$ cat src/rtl/cipher_vault_pkg.sv
// cipher_vault_pkg
// Shared definitions for the cipher vault: FSM state and response status
// encodings, alphabet constants (base 48, modulus 43, last symbol 90), the
// per-request chaining seed, and an alphabet membership helper.
package cipher_vault_pkg;

    typedef enum logic [2:0] {
        ST_IDLE,
        ST_ENC,
        ST_LOOKUP,
        ST_DEC,
        ST_RESP
    } vault_state_t;

    typedef enum logic [1:0] {
        RSP_OK      = 2'd0,
        RSP_NOMATCH = 2'd1,
        RSP_REJECT  = 2'd2,
        RSP_LOCKED  = 2'd3
    } rsp_status_t;

    localparam logic [7:0] ALPHA_BASE = 8'd48;
    localparam logic [7:0] ALPHA_LAST = 8'd90;
    localparam int         ALPHA_MOD  = 43;
    localparam logic [5:0] PREV_SEED  = 6'd5;

    function automatic logic in_alphabet(input logic [7:0] b);
        return (b >= ALPHA_BASE) && (b <= ALPHA_LAST);
    endfunction

endpackage

$ cat src/rtl/vault_byte_cipher.sv
// vault_byte_cipher
// Combinational single-byte chained substitution over the 43-symbol alphabet.
// Ports:
//   mode     in  0 = encrypt, 1 = decrypt
//   byte_in  in  plaintext (encrypt) or ciphertext (decrypt) byte
//   key      in  8-bit key
//   prev     in  alphabet index of the previous plaintext byte
//   byte_out out mapped byte (zero passes through as zero)
//   prev_out out chaining index for the next byte (unchanged on zero)
module vault_byte_cipher
    import cipher_vault_pkg::*;
(
    input  logic       mode,
    input  logic [7:0] byte_in,
    input  logic [7:0] key,
    input  logic [5:0] prev,
    output logic [7:0] byte_out,
    output logic [5:0] prev_out
);

    localparam logic signed [10:0] MOD_S = 11'(ALPHA_MOD);

    // Non-negative remainder of a signed sum; 11 bits covers -366..525.
    function automatic logic [5:0] mod_alpha(input logic signed [10:0] x);
        logic signed [10:0] r;
        r = x % MOD_S;
        if (r < 0) r = r + MOD_S;
        return r[5:0];
    endfunction

    logic signed [10:0] idx_s;
    logic signed [10:0] key_s;
    logic signed [10:0] prev_s;
    logic signed [10:0] sum_s;
    logic        [5:0]  res_idx;

    always_comb begin
        idx_s    = $signed({3'b000, byte_in}) - $signed({3'b000, ALPHA_BASE});
        key_s    = $signed({3'b000, key});
        prev_s   = $signed({5'b00000, prev});
        sum_s    = mode ? (idx_s - key_s - prev_s) : (idx_s + key_s + prev_s);
        res_idx  = mod_alpha(sum_s);
        byte_out = 8'd0;
        prev_out = prev;
        if (byte_in != 8'd0) begin
            byte_out = ALPHA_BASE + {2'b00, res_idx};
            // chaining always follows the plaintext index
            prev_out = mode ? res_idx : idx_s[5:0];
        end
    end

endmodule

$ cat src/rtl/cipher_vault.sv
// cipher_vault
// Encrypts codes into a small store of {ciphertext, key} entries and decrypts
// a ciphertext only when it is found in the store with the same key. Repeated
// failed decrypts lock the vault until reset.
// Ports:
//   msclk, rst_n          clock, asynchronous active-low reset
//   req_valid/req_ready   request handshake (ready only when idle)
//   req_op, key, code_in  0 = encrypt / 1 = decrypt, key, code (top byte first)
//   rsp_valid             one-cycle response pulse
//   rsp_status, code_out  status (OK/NOMATCH/REJECT/LOCKED) and held result
//   tries_left, locked    remaining failures before lockout, lockout flag
// Build option: define CIPHER_VAULT_EVICT_EN to let encrypts overwrite the
// oldest entry once the store is full; otherwise a full store rejects.
module cipher_vault
    import cipher_vault_pkg::*;
#(
    parameter int NBYTES = 10,
    parameter int DEPTH  = 10,
    parameter int TRIES  = 3
) (
    input  logic                  msclk,
    input  logic                  rst_n,
    input  logic                  req_valid,
    output logic                  req_ready,
    input  logic                  req_op,
    input  logic [7:0]            key,
    input  logic [8*NBYTES-1:0]   code_in,
    output logic                  rsp_valid,
    output logic [1:0]            rsp_status,
    output logic [8*NBYTES-1:0]   code_out,
    output logic [3:0]            tries_left,
    output logic                  locked
);

    localparam int CW    = 8 * NBYTES;
    localparam int CMAX  = (NBYTES > DEPTH) ? NBYTES : DEPTH;
    localparam int CNT_W = $clog2(CMAX);
    localparam int PTR_W = $clog2(DEPTH);

    vault_state_t     state_q, state_d;
    logic [CNT_W-1:0] cnt_q;
    logic [PTR_W-1:0] wr_ptr_q;
    logic [DEPTH-1:0] valid_q;
    logic [3:0]       fail_q;
    logic             locked_q;
    logic             bad_q;
    logic             hit_q;
    rsp_status_t      status_q;
    logic [CW-1:0]    code_out_q;

    logic [CW-1:0]    work_q;
    logic [7:0]       key_q;
    logic [5:0]       prev_q;
    logic [CW-1:0]    cipher_mem [DEPTH];
    logic [7:0]       key_mem    [DEPTH];

    logic             accept;
    logic             last_byte;
    logic             last_entry;
    logic             cur_bad;
    logic             cur_match;
    logic             hit_any;
    logic             store_blocked;
    logic             enc_reject;
    logic             store_en;
    logic [7:0]       top_byte;
    logic [7:0]       byte_res;
    logic [5:0]       prev_nxt;
    logic [CW-1:0]    work_nxt;
    logic [PTR_W-1:0] scan_idx;

    assign accept     = (state_q == ST_IDLE) && req_valid;
    assign last_byte  = (cnt_q == CNT_W'(NBYTES - 1));
    assign last_entry = (cnt_q == CNT_W'(DEPTH - 1));
    assign top_byte   = work_q[CW-1 -: 8];
    assign cur_bad    = (top_byte != 8'd0) && !in_alphabet(top_byte);
    // work register shifts left; results enter at the bottom, so after all
    // bytes the result sits in the original byte order
    assign work_nxt   = (work_q << 8) | CW'(byte_res);
    assign scan_idx   = cnt_q[PTR_W-1:0];
    assign cur_match  = (state_q == ST_LOOKUP) && valid_q[scan_idx] &&
                        (cipher_mem[scan_idx] == work_q) && (key_mem[scan_idx] == key_q);
    assign hit_any    = hit_q | cur_match;

`ifdef CIPHER_VAULT_EVICT_EN
    assign store_blocked = 1'b0;
`else
    assign store_blocked = &valid_q;
`endif

    assign enc_reject = bad_q | cur_bad | store_blocked;
    assign store_en   = (state_q == ST_ENC) && last_byte && !enc_reject;

    vault_byte_cipher u_byte (
        .mode     (state_q == ST_DEC),
        .byte_in  (top_byte),
        .key      (key_q),
        .prev     (prev_q),
        .byte_out (byte_res),
        .prev_out (prev_nxt)
    );

    always_ff @(posedge msclk or negedge rst_n) begin
        if (!rst_n) state_q <= ST_IDLE;
        else        state_q <= state_d;
    end

    always_comb begin
        state_d = state_q;
        case (state_q)
            ST_IDLE:   if (req_valid) state_d = locked_q ? ST_RESP : (req_op ? ST_LOOKUP : ST_ENC);
            ST_ENC:    if (last_byte) state_d = ST_RESP;
            ST_LOOKUP: if (last_entry) state_d = hit_any ? ST_DEC : ST_RESP;
            ST_DEC:    if (last_byte) state_d = ST_RESP;
            ST_RESP:   state_d = ST_IDLE;
            default:   state_d = ST_IDLE;
        endcase
    end

    always_comb begin
        req_ready = (state_q == ST_IDLE);
        rsp_valid = (state_q == ST_RESP);
    end

    always_ff @(posedge msclk or negedge rst_n) begin
        if (!rst_n) begin
            cnt_q      <= '0;
            wr_ptr_q   <= '0;
            valid_q    <= '0;
            fail_q     <= '0;
            locked_q   <= 1'b0;
            bad_q      <= 1'b0;
            hit_q      <= 1'b0;
            status_q   <= RSP_OK;
            code_out_q <= '0;
        end else begin
            case (state_q)
                ST_IDLE: begin
                    cnt_q <= '0;
                    bad_q <= 1'b0;
                    hit_q <= 1'b0;
                    if (req_valid && locked_q) begin
                        status_q   <= RSP_LOCKED;
                        code_out_q <= '0;
                    end
                end
                ST_ENC: begin
                    cnt_q <= cnt_q + 1'b1;
                    bad_q <= bad_q | cur_bad;
                    if (last_byte) begin
                        if (enc_reject) begin
                            status_q   <= RSP_REJECT;
                            code_out_q <= '0;
                        end else begin
                            status_q          <= RSP_OK;
                            code_out_q        <= work_nxt;
                            valid_q[wr_ptr_q] <= 1'b1;
                            wr_ptr_q          <= (wr_ptr_q == PTR_W'(DEPTH - 1)) ? '0 : wr_ptr_q + 1'b1;
                        end
                    end
                end
                ST_LOOKUP: begin
                    // the scan always covers every entry so timing never
                    // depends on where (or whether) a match is found
                    cnt_q <= last_entry ? '0 : cnt_q + 1'b1;
                    hit_q <= hit_any;
                    if (last_entry && !hit_any) begin
                        status_q   <= RSP_NOMATCH;
                        code_out_q <= '0;
                        fail_q     <= fail_q + 4'd1;
                        if (fail_q + 4'd1 == 4'(TRIES)) locked_q <= 1'b1;
                    end
                end
                ST_DEC: begin
                    cnt_q <= cnt_q + 1'b1;
                    if (last_byte) begin
                        status_q   <= RSP_OK;
                        code_out_q <= work_nxt;
                        fail_q     <= '0;
                    end
                end
                default: ;
            endcase
        end
    end

    always_ff @(posedge msclk) begin
        if (accept) begin
            work_q <= code_in;
            key_q  <= key;
            prev_q <= PREV_SEED;
        end else if ((state_q == ST_ENC) || (state_q == ST_DEC)) begin
            work_q <= work_nxt;
            prev_q <= prev_nxt;
        end
        if (store_en) begin
            cipher_mem[wr_ptr_q] <= work_nxt;
            key_mem[wr_ptr_q]    <= key_q;
        end
    end

    assign rsp_status = status_q;
    assign code_out   = code_out_q;
    assign tries_left = 4'(TRIES) - fail_q;
    assign locked     = locked_q;

endmodule
$ cat config.mk
export PLATFORM = sky130hd
export DESIGN_NAME = cipher_vault
export DESIGN_NICKNAME = d
export VERILOG_FILES = /design/src/rtl/cipher_vault_pkg.sv /design/src/rtl/vault_byte_cipher.sv /design/src/rtl/cipher_vault.sv
export SDC_FILE = /design/constraint.sdc
export NUM_CORES = 1
export LEC_CHECK = 0
export ABC_AREA = 1
export BUFFER_PORTS_ARGS = -buffer_cell sky130_fd_sc_hd__buf_2
export CORE_ASPECT_RATIO = 0.7
export CORE_MARGIN = 4
export CORE_UTILIZATION = 56
export DETAILED_ROUTE_END_ITERATION = 8
export PLACE_DENSITY = 0.76
export SYNTH_ARGS = -nofsm -noshare
export SYNTH_HDL_FRONTEND = slang
export SYNTH_SLANG_ARGS = --single-unit
$ cat constraint.sdc
create_clock -name msclk -period 7.85 [get_ports msclk]
set_clock_uncertainty 0.2 [all_clocks]
set_input_delay 0.785 -clock msclk [delete_from_list [all_inputs] [get_ports msclk]]
set_output_delay 0.785 -clock msclk [all_outputs]
set_load 0.005 [all_outputs]
## Yosys cells after proc, flatten, opt, wreduce, memory -nomap -nowiden

Memories as Yosys holds them, arrays and structs flattened.
Cells that the tools add are included.

- Memories: 2
- Register bits: 204
- Bits in writable memories: 880

- Equality and inequality tests: 16
- Reduce and logical (&&, ||, !) cells: 31
- Muxes and demuxes: 39
- Div/mod/pow operators: 1
- $lt $le $gt $ge: 6
- Add/sub/neg operators: 11
- Bitwise logic cells: 6

Memories:

| name | depth | bits a word | read ports | clocked after memory_dff | write ports | line | source |
|---|---|---|---|---|---|---|---|
| cipher_mem | 10 | 80 | 1 | 0 | 1 | cipher_vault.sv:54 | `logic [CW-1:0] cipher_mem [DEPTH];` |
| key_mem | 10 | 8 | 1 | 0 | 1 | cipher_vault.sv:55 | `logic [7:0] key_mem [DEPTH];` |

Operators by type and width:

| kind | number |
|---|---|
| $mux 80 | 7 |
| $pmux 80 s4 | 1 |
| $eq 80x80->1 | 1 |
| $or 80x8->80 | 1 |
| $mux 4 | 4 |
| $mux 3 | 5 |
| $add 4x1->4 const B | 3 |
| $mux 2 | 6 |
| $mux 6 | 2 |
| $pmux 4 s3 | 1 |
| $reduce_and 3->1 | 4 |
| $add 11x7->11 | 1 |
| $add 11x9->11 | 1 |
| $logic_and 1x1->1 | 11 |
| $lt 11x1->1 const B | 1 |
| $mod 11x7->11 const B | 1 |
| $mux 11 | 1 |
| $sub 11x7->11 | 1 |
| $sub 11x9->11 | 1 |
| $lt 4x5->1 const B | 2 |
| $or 10x10->10 | 1 |
| $reduce_and 10->1 | 1 |
| $pmux 3 s3 | 1 |
| $sub 8x6->9 const B | 1 |
| other kinds (33) | 51 |

## Logic depth before layout (Yosys ltp)

- Word-level depth: 13
- Gate-level depth with buffers: 75
- Mapped depth without buffers: 75

## Hierarchy

Synthesis repeated with hierarchy kept, for this count alone.

- Cells, all modules: 5199
- Area, all modules: 50098.0 µm²

By module, submodules not included:

| module | seq. area each (µm²) | area each (µm²) | instances | cells an instance |
|---|---|---|---|---|
| cipher_vault | 31940.6 | 46082.9 | 1 | 4457 |
| vault_byte_cipher | 0.0 | 4015.1 | 1 | 742 |

## Worst setup path before layout

OpenSTA, ideal clock, no wires.

- Path kind: flip-flop to flip-flop
- Start: register work_q[76]
- End: register work_q[5], data pin
- Slack: -760 ps
- Stages on the path, launching flop included: 71
- Arrival: 8279 ps
- Buffers on the path: 0
- Library setup time: 131 ps
- Cell sequence: edfxtp_1 > inv_1 > ha_1 > inv_1 > fa_1 > inv_1 > ha_1 > nand2_1 > nand2_1 > a21oi_1 > nand2_1 > nand2_1 > nand2_1 > nand2_1 > nor2_2 > nor2_4 > nand2_1 > xor2_1 > (+35 left out) > nand2_2 > nand2_1 > nand2_2 > ha_1 > nand2_1 > and2_1 > ha_1 > inv_1 > nand2_1 > nand3_1 > xor2_1 > nand2_1 > nand2_2 > inv_1 > ha_1 > nor2_1 > nand2_1 > nand2_1

- Word-level cells in the longest chain between the ends: 12

Ends and longest elaborated chain:

| element | line | source |
|---|---|---|
| start: declaration | cipher_vault.sv:51 | `logic [CW-1:0] work_q;` |
| start signal: assignment | cipher_vault.sv:189 | `work_q <= code_in;` |
| start signal: assignment | cipher_vault.sv:193 | `work_q <= work_nxt;` |
| $sub 8x6->9 | vault_byte_cipher.sv:38 | `idx_s = $signed({3'b000, byte_in}) - $signed({3'b000, ALPHA_BASE});` |
| $add 11x9->11 or $sub 11x9->11 (tied branches) | vault_byte_cipher.sv:41 | `sum_s = mode ? (idx_s - key_s - prev_s) : (idx_s + key_s + prev_s);` |
| $add 11x7->11 or $sub 11x7->11 (tied branches) | vault_byte_cipher.sv:41 |  |
| $mux 11 | vault_byte_cipher.sv:41 |  |
| $mod 11x7->11 | vault_byte_cipher.sv:26 | `r = x % MOD_S;` |
| $lt 11x1->1 or $add 6x6->6 (tied branches) | vault_byte_cipher.sv:27 | `if (r < 0) r = r + MOD_S;` |
| $mux 6 | vault_byte_cipher.sv:27 |  |
| $add 6x6->7 | vault_byte_cipher.sv:46 | `byte_out = ALPHA_BASE + {2'b00, res_idx};` |
| $mux 8 * | vault_byte_cipher.sv:45 | `if (byte_in != 8'd0) begin` |
| via byte_res[5] | cipher_vault.sv:67 | `logic [7:0] byte_res;` |
| $or 80x8->80 * | cipher_vault.sv:79 | `assign work_nxt = (work_q << 8) \| CW'(byte_res);` |
| $mux 80 * | cipher_vault.sv:192 | `end else if ((state_q == ST_ENC) \|\| (state_q == ST_DEC)) begin` |
| $mux 80 * | cipher_vault.sv:188 | `if (accept) begin` |

Mark *: on every way through the listed nets, which the timed path passes. The rest lies on a longest branch. The select of a mux whose other input is x is not followed.
A chain may end at the register's enable or synchronous reset.

## Final worst setup path

- Start: register work_q[76]
- End: memory cipher_mem[9][5] (netlist bit), data pin

- Word-level cells in the longest chain between the ends: 10

Ends and longest elaborated chain:

| element | line |
|---|---|
| $sub 8x6->9 | vault_byte_cipher.sv:38 |
| $add 11x9->11 or $sub 11x9->11 (tied branches) | vault_byte_cipher.sv:41 |
| $add 11x7->11 or $sub 11x7->11 (tied branches) | vault_byte_cipher.sv:41 |
| $mux 11 | vault_byte_cipher.sv:41 |
| $mod 11x7->11 | vault_byte_cipher.sv:26 |
| $lt 11x1->1 or $add 6x6->6 (tied branches) | vault_byte_cipher.sv:27 |
| $mux 6 | vault_byte_cipher.sv:27 |
| $add 6x6->7 | vault_byte_cipher.sv:46 |
| $mux 8 * | vault_byte_cipher.sv:45 |
| via byte_res[5] | cipher_vault.sv:67 |
| $or 80x8->80 * | cipher_vault.sv:79 |
| end: declaration | cipher_vault.sv:54 |

Mark *: on every way through the listed nets, which the timed path passes. The rest lies on a longest branch.

==> metrics.md <==
| Metric | Value |
|---|---|
| Status | complete, but fails checks |
| Failing checks | negative setup slack |
| Ys flop type | edfxtp_1 |
| Final Cycle Share | 1.077 |
| Post-synth EDFFs | 958 |
| Synth Cell Area | 46120 um^2 |
| Routed wire per std cell | 24.22 um |
| Register area share after synthesis | 0.6854 |
| Gpl congestion | 0.8842 |
| Max clock buf depth | 3 |
| Slowest stage delay, CP | about 0.48 ns |
| Gr usage total | 0.2952 |
| Syn Area/Cell | 11.83 um^2 |
| Startpoint types | flop |
| Setup crit end kind | flop |
| CTS Sinks | 1073 |
| DP HPWL | 74600 um |
| Peak Freq | 118.3 MHz |
| Clk_lat worst skew | 0.66 ns |
| Worst-path clk slew | 0.07 ns |
| Port bufs | approximately 180 |
| CTS tree | built |
| TritonCTS Buffers | 99 |
| Post-layout min period | 8.452 ns |
| Post-DR vias/cell | 6.237 |
| Sum Neg Setup Slack | -40.21 ns |
| Chip width | 351.0 um |
| Row count | 87 |
| Hold slack | 0.1065 ns |
| RSZ-0062 raised after global routing | yes |
| Synth Register Bits | roughly 1100 |
| Core area | 81100 um^2 |
| Htree depth | 3 |
| CTS Root Buffer Type | clkbuf_16 |
| Total Wirelength | between 100000 and 150000 um |
| Final Max Tran Viols | 0 |
| Setup CP Type | flop to flop |
| Initial antenna violation count | 5 |
| Initial Util | 0.5688 |
| Remaining antenna violation count after routing | 0 |
| Dpl ws | -0.6865 ns |
| Worst Path Required | ~8.1 ns |
| IO Pins | 181 |
| Final WS setup | -0.6019 ns |
| Syn_nets | 4043 |
| Worst slew pin tran | roughly 1.2 ns |
| Max stage delay cell, worst path | edfxtp_1 |
| DRT iter0 DRCs | 4403 |
| Final setup fails | 90 |
| Vert. Die Dim | 248.1 um |
| Share of layout cells above drive strength 1 | 0.2125 |
| Syn Inst Count | 3898 |
| Largest net degree at the start of global routing | 167 |
| Crit path max fanout | 6 |
| Critical Path AT | 8.66 ns |
| Worst hold path class | input port to flop |
| Slew HR | 0.1739 |
| Vias in the first global route | 32900 |
| Layout area overhead | 18.59% |
| DR vias | 33700 |
| Synth Warn # | 0 |
| Netlist cell types | 56 |
| Drc violations | 0 |
| Reg2reg setup slack | -0.60 ns |
| Total of max-cap violations | 0 |
| Nets | 4398 |
| Placed instance area | 49870 um^2 |
| Crit path top cell by count | nand2_4 |
| First-pass GRT wire length | between 150000 and 200000 um |
| First-pass iteration count of the detailed router | 8 |
| Post-route cell area | 54700 um^2 |
| Post-synth ARST share | 0.1016 |
| Die area | 87090 um^2 |
| Grt ovf | 0 |
| Hold Fails Final Rpt | 0 |
-- path summary, 6_finish.rpt --
check	from	endpoint	cells past startpoint
max in group asynchronous	rst_n	cnt_q[2]$_DFFE_PN0P_	3
worst min-delay path	key[4]	key_q[4]$_DFFE_PP_	1
worst max register to register	work_q[76]$_DFFE_PP_	cipher_mem[9][5]$_DFFE_PP_	64
min in group asynchronous	rst_n	rsp_status[0]$_DFFE_PN0P_	2
worst min register to register	wr_ptr_q[0]$_DFFE_PN0P_	wr_ptr_q[0]$_DFFE_PN0P_	1
worst max-delay path	work_q[76]$_DFFE_PP_	cipher_mem[9][5]$_DFFE_PP_	64
-- cells by family (layout without fill, tap and decap cells) --
kind of cell,after synthesis,count (layout),synth area share
compound gates,1003,1003,0.1346
flops,1073,1073,0.6854
other cells,1,2,0.00008130
simple gates,1246,1247,0.1131
fa+ha+maj,53,53,0.01649
buf+inv,456,892,0.03754
xor+xnor,66,66,0.01270
-- final cells by class --
cell class                 count  area [um^2]
clock inverter                52        519.2
fill                        5467        26400
clock buffer                 131         2750
tap                         1068         1336
timing repair buffer         476         3540
multi-input combinational   2370        14020
inverter                     233        899.6
sequential                  1073        31630
antenna                        1        2.502
-- critical path, delay by kind of cell, from the launching register on --
kind	cells	cell delay, ns
simple gates	40	3.49
fa+ha+maj	8	2.16
buf+inv	12	1.02
compound gates	2	0.51
flops	1	0.48
xor+xnor	2	0.33
-- placed cells by master, fill, tap and decap left out, drive strengths merged, types with 2 or more instances in the layout --
master,netlist,final
nor2,553,553
clkinv,3,42
ha,40,40
bufinv,0,9
o211ai,63,63
o21bai,2,2
o21ai,610,610
nor3,6,6
nand2,506,506
o41ai,3,3
o221ai,115,115
dfrtp,109,109
a2111oi,9,9
inv,230,233
nand3,139,140
nor4,6,6
edfxtp,958,958
a211oi,9,9
xor2,47,47
nand3b,7,7
a32o,74,74
xnor2,19,19
dfxtp,6,6
buf,26,474
or2,7,7
a21oi,38,38
nand4,21,21
clkbuf,197,132
a221oi,5,5
o22ai,69,69
fa,13,13
-- layer usage --
metal / share of wire / wire, um / up-vias / track usage
li1: - / - / 14860 / -
met1: 0.38 / 50130 / 16350 / 0.4139
met2: 0.47 / 60880 / 2167 / 0.4678
met3: 0.12 / 15270 / 328 / 0.05827
met4: 0.035 / 4588 / 2 / 0.1028
met5: 0.000099 / 13 / - / 0
-- sequential cells by signal (all words and copies together), names as in the netlist --
name	count
key_mem	80
work_q	80
wr_ptr_q	4
hit_q	1
prev_q	6
locked	1
rsp_status	2
cipher_mem	790
state_q	3
valid_q	10
cnt_q	4
code_out	79
bad_q	1
fail_q	4
key_q	8
-- cell usage after synthesis (2+ instances only) --
cell type  count  area (um^2)
nor4_1         6        37.54
inv_1        216        810.8
nand2_4        5        56.30
nand3b_1       7        52.55
a21oi_1       36        180.2
dfrtp_1      109         2728
a221oi_1       5        43.79
clkbuf_1     196        735.7
buf_4          2        15.01
inv_2         14        52.55
a2111oi_0      9        78.83
nand2_1      474         1779
xor2_1        46        402.9
ha_1          40        500.5
o21ai_0      601         3008
nor3_1         6        30.03
o41ai_1        3        26.28
clkinv_1       3        11.26
nor2_4         6        67.56
a211oi_1       8        60.06
o21bai_1       2        15.01
o211ai_1      63        473.0
xnor2_1       19        166.4
nor2_1       538         2019
edfxtp_1     958        28770
nand2_2       27        168.9
or2_2          7        43.79
dfxtp_1        6        120.1
buf_2          3        15.01
o21ai_2        4        35.03
o221ai_1     115         1007
nor2_2         8        50.05
nand3_1      130        650.6
nand3_2        7        70.07
o22ai_1       69        431.7
fa_1          13        260.3
buf_1         20        75.07
a32o_1        74        740.7
o21ai_1        5        25.02
nand4_1       21        131.4
nand3_4        2        35.03
-- metrics by stage --
step / utilization / std cells
floorplan: - / 3898
global placement: 0.6150 / 5155
detailed placement: 0.6150 / 5155
CTS: 0.6656 / 5382
global route: 0.6745 / 5403
finish: 0.6745 / 5404
-- what timing repair did --
action                                  in CTS  in global routing
setup buffers                               47                 22
hold buffers                                 1                  0
cloned                                       2                  0
pin swaps                                   74                 83
endpoints found under the hold margin       48                  0
gates resized for setup                    120                136
endpoints found under the setup margin      90                 90
Power is left out: the tool's default activity adds up to more than one toggle a clock period on the data nets, which glitch-free logic cannot reach.
